$ cat config.mk
export PLATFORM = sky130hd
export DESIGN_NAME = psram_arbiter
export DESIGN_NICKNAME = d
export VERILOG_FILES = /design/src/rtl/psram_arb_pkg.sv /design/src/rtl/psram_arb_pick.sv /design/src/rtl/psram_arbiter.sv
export SDC_FILE = /design/constraint.sdc
export NUM_CORES = 1
export LEC_CHECK = 0
export ABC_AREA = 1
export CORE_MARGIN = 4
export CORE_UTILIZATION = 26
export DETAILED_ROUTE_END_ITERATION = 12
export PLACE_DENSITY_LB_ADDON = 0.05
export SYNTH_ARGS = -nofsm -noshare
export SYNTH_HDL_FRONTEND = slang
export SYNTH_HIERARCHICAL = 1
export SYNTH_SLANG_ARGS = --single-unit
export TNS_END_PERCENT = 50
$ cat constraint.sdc
create_clock -name clk -period 3 [get_ports clk]
set_input_delay 0.3 -clock clk [delete_from_list [all_inputs] [get_ports clk]]
set_output_delay 0.3 -clock clk [all_outputs]
set_load 0.02 [all_outputs]
$ cat src/rtl/psram_arb_pkg.sv
// Shared definitions for the two-port PSRAM arbiter.
//   state_t      : 2-bit arbiter FSM encoding (IDLE/CMD/SETTLE/WAIT)
//   PORT0/PORT1  : requester index constants
//   ADDR_W_DEF / DATA_W_DEF : default controller address/data widths
package psram_arb_pkg;

  typedef enum logic [1:0] {
    IDLE   = 2'd0,
    CMD    = 2'd1,
    SETTLE = 2'd2,
    WAIT   = 2'd3
  } state_t;

  localparam logic PORT0 = 1'b0;
  localparam logic PORT1 = 1'b1;

  localparam int ADDR_W_DEF = 22;
  localparam int DATA_W_DEF = 16;

endpackage

$ cat src/rtl/psram_arb_pick.sv
// Grant selector for the PSRAM arbiter.
// Ports:
//   clk, resetn      : clock, async active-low reset
//   req0, req1       : request levels
//   upd, upd_idx     : strobe + index of the port just completed (updates last_grant)
//   gnt_idx, gnt_vld : combinational choice for this cycle
// last_grant resets to PORT1 so port 0 wins the first contention.
module psram_arb_pick
  import psram_arb_pkg::*;
#(
  parameter int FIXED_PRIO = 0
) (
  input  logic clk,
  input  logic resetn,
  input  logic req0,
  input  logic req1,
  input  logic upd,
  input  logic upd_idx,
  output logic gnt_idx,
  output logic gnt_vld
);

  logic last_grant;

  always_ff @(posedge clk or negedge resetn) begin
    if (!resetn)  last_grant <= PORT1;
    else if (upd) last_grant <= upd_idx;
  end

  always_comb begin
    gnt_vld = req0 | req1;
    if (req0 && req1) gnt_idx = (FIXED_PRIO != 0) ? PORT0 : ~last_grant;
    else              gnt_idx = req0 ? PORT0 : PORT1;
  end

endmodule

$ cat src/rtl/psram_arbiter.sv
// Two-port arbiter in front of a single PsramController command port.
// One request is latched at a time, issued as a one-cycle mem_read/mem_write
// pulse, tracked through controller busy, then acknowledged with read data.
// Ports:
//   clk, resetn                      : clock, async active-low reset
//   reqN/weN/bweN/addrN/wdataN       : requester N command (held until ackN)
//   ackN, rdataN                     : completion pulse and read word for port N
//   mem_read/mem_write/mem_byte_write/mem_addr/mem_din : controller command
//   mem_dout, mem_busy               : controller read data and busy
// Optional: define PSRAM_ARB_STATS_EN to add grant_cnt0/grant_cnt1/wait_cnt
// saturating statistics counters.
module psram_arbiter
  import psram_arb_pkg::*;
#(
  parameter int ADDR_W     = ADDR_W_DEF,
  parameter int DATA_W     = DATA_W_DEF,
  parameter int FIXED_PRIO = 0,
  parameter int STAT_W     = 24
) (
  input  logic              clk,
  input  logic              resetn,
  input  logic              req0,
  input  logic              req1,
  input  logic              we0,
  input  logic              we1,
  input  logic              bwe0,
  input  logic              bwe1,
  input  logic [ADDR_W-1:0] addr0,
  input  logic [ADDR_W-1:0] addr1,
  input  logic [DATA_W-1:0] wdata0,
  input  logic [DATA_W-1:0] wdata1,
  output logic              ack0,
  output logic              ack1,
  output logic [DATA_W-1:0] rdata0,
  output logic [DATA_W-1:0] rdata1,
  output logic              mem_read,
  output logic              mem_write,
  output logic              mem_byte_write,
  output logic [ADDR_W-1:0] mem_addr,
  output logic [DATA_W-1:0] mem_din,
  input  logic [DATA_W-1:0] mem_dout,
  input  logic              mem_busy
`ifdef PSRAM_ARB_STATS_EN
  ,
  output logic [STAT_W-1:0] grant_cnt0,
  output logic [STAT_W-1:0] grant_cnt1,
  output logic [STAT_W-1:0] wait_cnt
`endif
);

  state_t state, nstate;
  logic   sel;      // port owning the in-flight transaction
  logic   we_q;
  logic   gnt_idx, gnt_vld;
  logic   take, done;

  // IDLE only grants once the controller is free; this also covers init
  // and a controller still busy after a mid-transaction reset.
  assign take = (state == IDLE) && !mem_busy && gnt_vld;
  assign done = (state == WAIT) && !mem_busy;

  psram_arb_pick #(.FIXED_PRIO(FIXED_PRIO)) u_pick (
    .clk     (clk),
    .resetn  (resetn),
    .req0    (req0),
    .req1    (req1),
    .upd     (done),
    .upd_idx (sel),
    .gnt_idx (gnt_idx),
    .gnt_vld (gnt_vld)
  );

  // State register
  always_ff @(posedge clk or negedge resetn) begin
    if (!resetn) state <= IDLE;
    else         state <= nstate;
  end

  // Next state; SETTLE exists because busy may lag the command by a cycle.
  always_comb begin
    nstate = state;
    case (state)
      IDLE:    if (take) nstate = CMD;
      CMD:     nstate = SETTLE;
      SETTLE:  nstate = WAIT;
      WAIT:    if (!mem_busy) nstate = IDLE;
      default: nstate = IDLE;
    endcase
  end

  // Command pulses exist only in CMD; the rest of the command is held in regs.
  always_comb begin
    mem_read  = (state == CMD) && !we_q;
    mem_write = (state == CMD) &&  we_q;
  end

  // Datapath: latch on grant, capture read data and pulse ack on completion.
  always_ff @(posedge clk or negedge resetn) begin
    if (!resetn) begin
      sel            <= PORT0;
      we_q           <= 1'b0;
      mem_byte_write <= 1'b0;
      mem_addr       <= '0;
      mem_din        <= '0;
      ack0           <= 1'b0;
      ack1           <= 1'b0;
      rdata0         <= '0;
      rdata1         <= '0;
    end else begin
      ack0 <= 1'b0;
      ack1 <= 1'b0;
      if (take) begin
        sel <= gnt_idx;
        if (gnt_idx == PORT0) begin
          we_q <= we0; mem_byte_write <= bwe0; mem_addr <= addr0; mem_din <= wdata0;
        end else begin
          we_q <= we1; mem_byte_write <= bwe1; mem_addr <= addr1; mem_din <= wdata1;
        end
      end
      if (done) begin
        if (sel == PORT0) begin
          ack0 <= 1'b1;
          if (!we_q) rdata0 <= mem_dout;
        end else begin
          ack1 <= 1'b1;
          if (!we_q) rdata1 <= mem_dout;
        end
      end
    end
  end

`ifdef PSRAM_ARB_STATS_EN
  logic active, wait0, wait1;
  assign active = (state != IDLE);
  // A port is waiting when it requests but does not own the in-flight slot.
  assign wait0  = req0 && !(active && sel == PORT0);
  assign wait1  = req1 && !(active && sel == PORT1);

  always_ff @(posedge clk or negedge resetn) begin
    if (!resetn) begin
      grant_cnt0 <= '0;
      grant_cnt1 <= '0;
      wait_cnt   <= '0;
    end else begin
      if (ack0 && !(&grant_cnt0))         grant_cnt0 <= grant_cnt0 + 1'b1;
      if (ack1 && !(&grant_cnt1))         grant_cnt1 <= grant_cnt1 + 1'b1;
      if ((wait0 || wait1) && !(&wait_cnt)) wait_cnt <= wait_cnt + 1'b1;
    end
  end
`endif

endmodule

==> reports/summary.md <==
The run finished with clean final reports. The post-route non-filler standard cell count was 835; the number of synthesized register bits was 78. In this run the number of H-tree levels came out at 3. The total power of the final layout is 5.59 mW, and the final count of pins violating max slew is 0. The maximum clock skew at final layout is 6.37 ps, and the highest cell delay on the worst timing path is 660 ps. The run gives 0.483 GHz as the highest clock rate. TritonCTS built the clock tree. The parity-gate share of the synthesized area counting xor and xnor cells was 0; the number of buffers and inverters on the critical path was 2. Share of the yosys chip area belonging to registers: 0.530. The cell that appears most often on the critical path is nand2_1. The number of nets with antenna violations after routing was 0; the post-synthesis net count was 591. Clock tree synthesis inserted a total of 9 buffers.

The overall die area is 16100 um^2, and the fraction of layout instances using a drive strength above 1 is 0.0473. The simple logic cell fraction of the synthesized area is 0.400. The number of detailed-routing iterations run before antenna repair came out at 4. The width of the chip is 127 um. The standard-cell row count is 43, and the placeable core area is 13900 um^2.

The post-synthesis mux area share came out at 0. The global-route congestion overflow total is 0. The final hold violation count is 0. The critical-path cell with the highest stage delay is nand3_2. Counting I/O delays and the setup requirement, the final critical path takes 2070 ps. The kind of cell with the highest combined delay along the critical path is simple AND/OR/NAND/NOR gates. Walking the worst path, the cells encountered are inv_1, ha_1, nand3_2, buf_4, nand2_1, nand2_1. The first global-routing pass estimated 18400 um of wire. I/O pin total: 176. The critical path startpoint category is a flop. In the final timing run, aggregate negative setup slack is 0 ps.

The final route contains 3571 vias. Synthesis handed over a netlist of 485 instances. The utilization after layout is 0.424, and the number of synthesis warnings is 6. The tools report the antenna cell count as 0. Number of max-capacitance violations reported: 0. The effective utilization at floorplan is 0.265, and the number of cells on the worst reg-to-reg path is 6. Entering global routing, the biggest net connects 79 pins.

The run gives 2.95 nW as the total leakage power. The critical path start-end classification was flop to flop. The share of synthesized cell area in full adder, half adder and majority cells works out to 0.0170. In this run, post-CTS hold repair placed 0 buffers. At the end of routability-driven placement, the weighted congestion stood at 0.762. After detailed routing, the number of vias per cell comes to 4.28. The number of antenna violations at the first check in global routing came out at 0.

The number of nets in the layout came out at 757. The total number of clock tree sinks is 78. The relative max-transition margin came out at 0.337.

The logs give 0 for the number of gates resized after CTS and 2 for the number of buffers between clock root and the deepest sink. Setup repair after global routing left no endpoint under its margin. The number of global-route vias before repair was 3598.

The synthesized netlist contains 21 unique library cells. The tools report the final routed wirelength across all metal layers as 11300 um. The final-report setup violation count was 0.

The critical path crosses 6 cells after its start point. Leaving out fill and tap cells, the most frequent cells in the layout are nand2_1 (317), clkdlybuf4s50_1 (174), dfrtp_1 (77), nand3_1 (18), nand4_1 (16). For the cell count after placement, the log shows 820. The kind of capture point of the worst setup path was a flop. STA puts the critical path data required time at 3220 ps.

The final clock period utilization by the worst path is 0.690, and the post-CTS setup buffer count is 0. The fill cell instance count of the final layout was 1440; the count of buffers from port buffering was 175. The run gives 0.143 as the all-layer global routing usage. The clock transition time at the flip-flop clock pins of the worst setup and hold paths is 60 ps, and the worst voltage drop across the vdd grid is 0.000287 V.

Power spread over the standard cell area amounts to 951 nW/um^2. The clock latency of the later-clocked register in the worst-skew pair came out at 330 ps. The floorplan step set the die height to 127 um. Of all nets on the critical path, the largest fanout is 38. The path type of the worst min-delay path is input port to async pin. The root buffer cell chosen for the clock tree is clkbuf_16. Dividing the detail-routed wire length by the instance count gives 13.5 um.

In the routed design, unresolved DRC markers number 0. The mapped cell area is 3680 um^2, and the transition time of the tightest slew-check pin is 994 ps. The average size of a mapped cell works out to 7.59 um^2.

Compared with the post-synthesis result, the final layout area differs by 59.6%. Leaving out fill and tap cells, the most frequent cell in the layout is nand2_1. The combinational family with the most area after synthesis was simple AND/OR/NAND/NOR gates. Post-detailed-placement half-perimeter wirelength: 8170 um. The tools report the number of design-rule violations left by the first detailed-router iteration as 248. Share of the synthesized area in compound gates (AO/OA/AOI/OAI): 0.00272. The endpoint arrival time on the critical path was 2280 ps.
metal layers:
layer / global-route usage / share of wire
met1: 0.182 / 0.42
met2: 0.229 / 0.48
met3: 0.0543 / 0.085
met4: 0.0397 / 0.012
met5: 0 / 0
cells by family (layout without fill, tap and decap cells):
logic type,after synthesis,count (layout)
DFF,78,78
and+or+nand+nor,362,362
AOI/OAI and AO/OA,2,2
buffers and inverters,38,208
adders and majority gates,5,5
power by group:
| part | switching, mW | internal [mW] | total (mW) |
|---|---|---|---|
| clock | 0.408 | 0.685 | 1.09 |
| combinational | 1.50 | 1.18 | 2.68 |
| sequential | 0.289 | 1.52 | 1.81 |
path summary, 6_finish.rpt:
kind	from	end	slack (ps)
worst max-delay path	state[0]$_DFFE_PN0P_	mem_din[0]$_DFFE_PN0P_	930
max in group asynchronous	resetn	mem_addr[19]$_DFFE_PN0P_	2230
worst min-delay path	resetn	rdata0[4]$_DFFE_PN0P_	130
min in group clk	u_pick/last_grant$_DFFE_PN1P_	u_pick/last_grant$_DFFE_PN1P_	460
worst max register to register	state[0]$_DFFE_PN0P_	mem_din[0]$_DFFE_PN0P_	930
worst min register to register	u_pick/last_grant$_DFFE_PN1P_	u_pick/last_grant$_DFFE_PN1P_	460
stage by stage:
step / instance area, um^2 / hold slack [ps] / worst slack [ps]
5_1_grt: 5880 / 212 / 720
4_1_cts: 5880 / 183 / 884
6_report: 5880 / 128 / 931
3_5_place_dp: 5580 / 457 / 704
2_1_floorplan: 3680 / 4.41 / 1710
3_3_place_gp: 5580 / 454 / 746
cells in the mapped netlist, drive strengths merged:
cell type  number  area (um^2)
nand2         318         1200
nand4          16          100
nand3          20          118
dfrtp          77         1930
buf            24          133
inv            13         48.8
ha              5         62.6
clkbuf          1         3.75
or2             2         12.5
o21ai           2         10.0
dfstp           1         26.3
nor2            6         46.3
cell type report:
| class | instances | area [um^2] | area share |
|---|---|---|---|
| flip-flops and latches | 78 | 1950 | 0.332 |
| repair buffers | 180 | 1800 | 0.306 |
| multi-input cells | 369 | 1550 | 0.264 |
| clock buffers | 12 | 256 | 0.0436 |
| well taps | 180 | 225 | 0.0383 |
| inverters | 13 | 48.8 | 0.00830 |
| clock inverters | 3 | 43.8 | 0.00745 |
flip-flops by register name, indices dropped and copies added (netlist names):
signal             cells
mem_din               16
rdata1                16
mem_addr              22
ack0                   1
sel                    1
rdata0                16
mem_byte_write         1
we_q                   1
ack1                   1
state                  2
u_pick/last_grant      1
No activity file was read; power rests on OpenSTA's default activity.
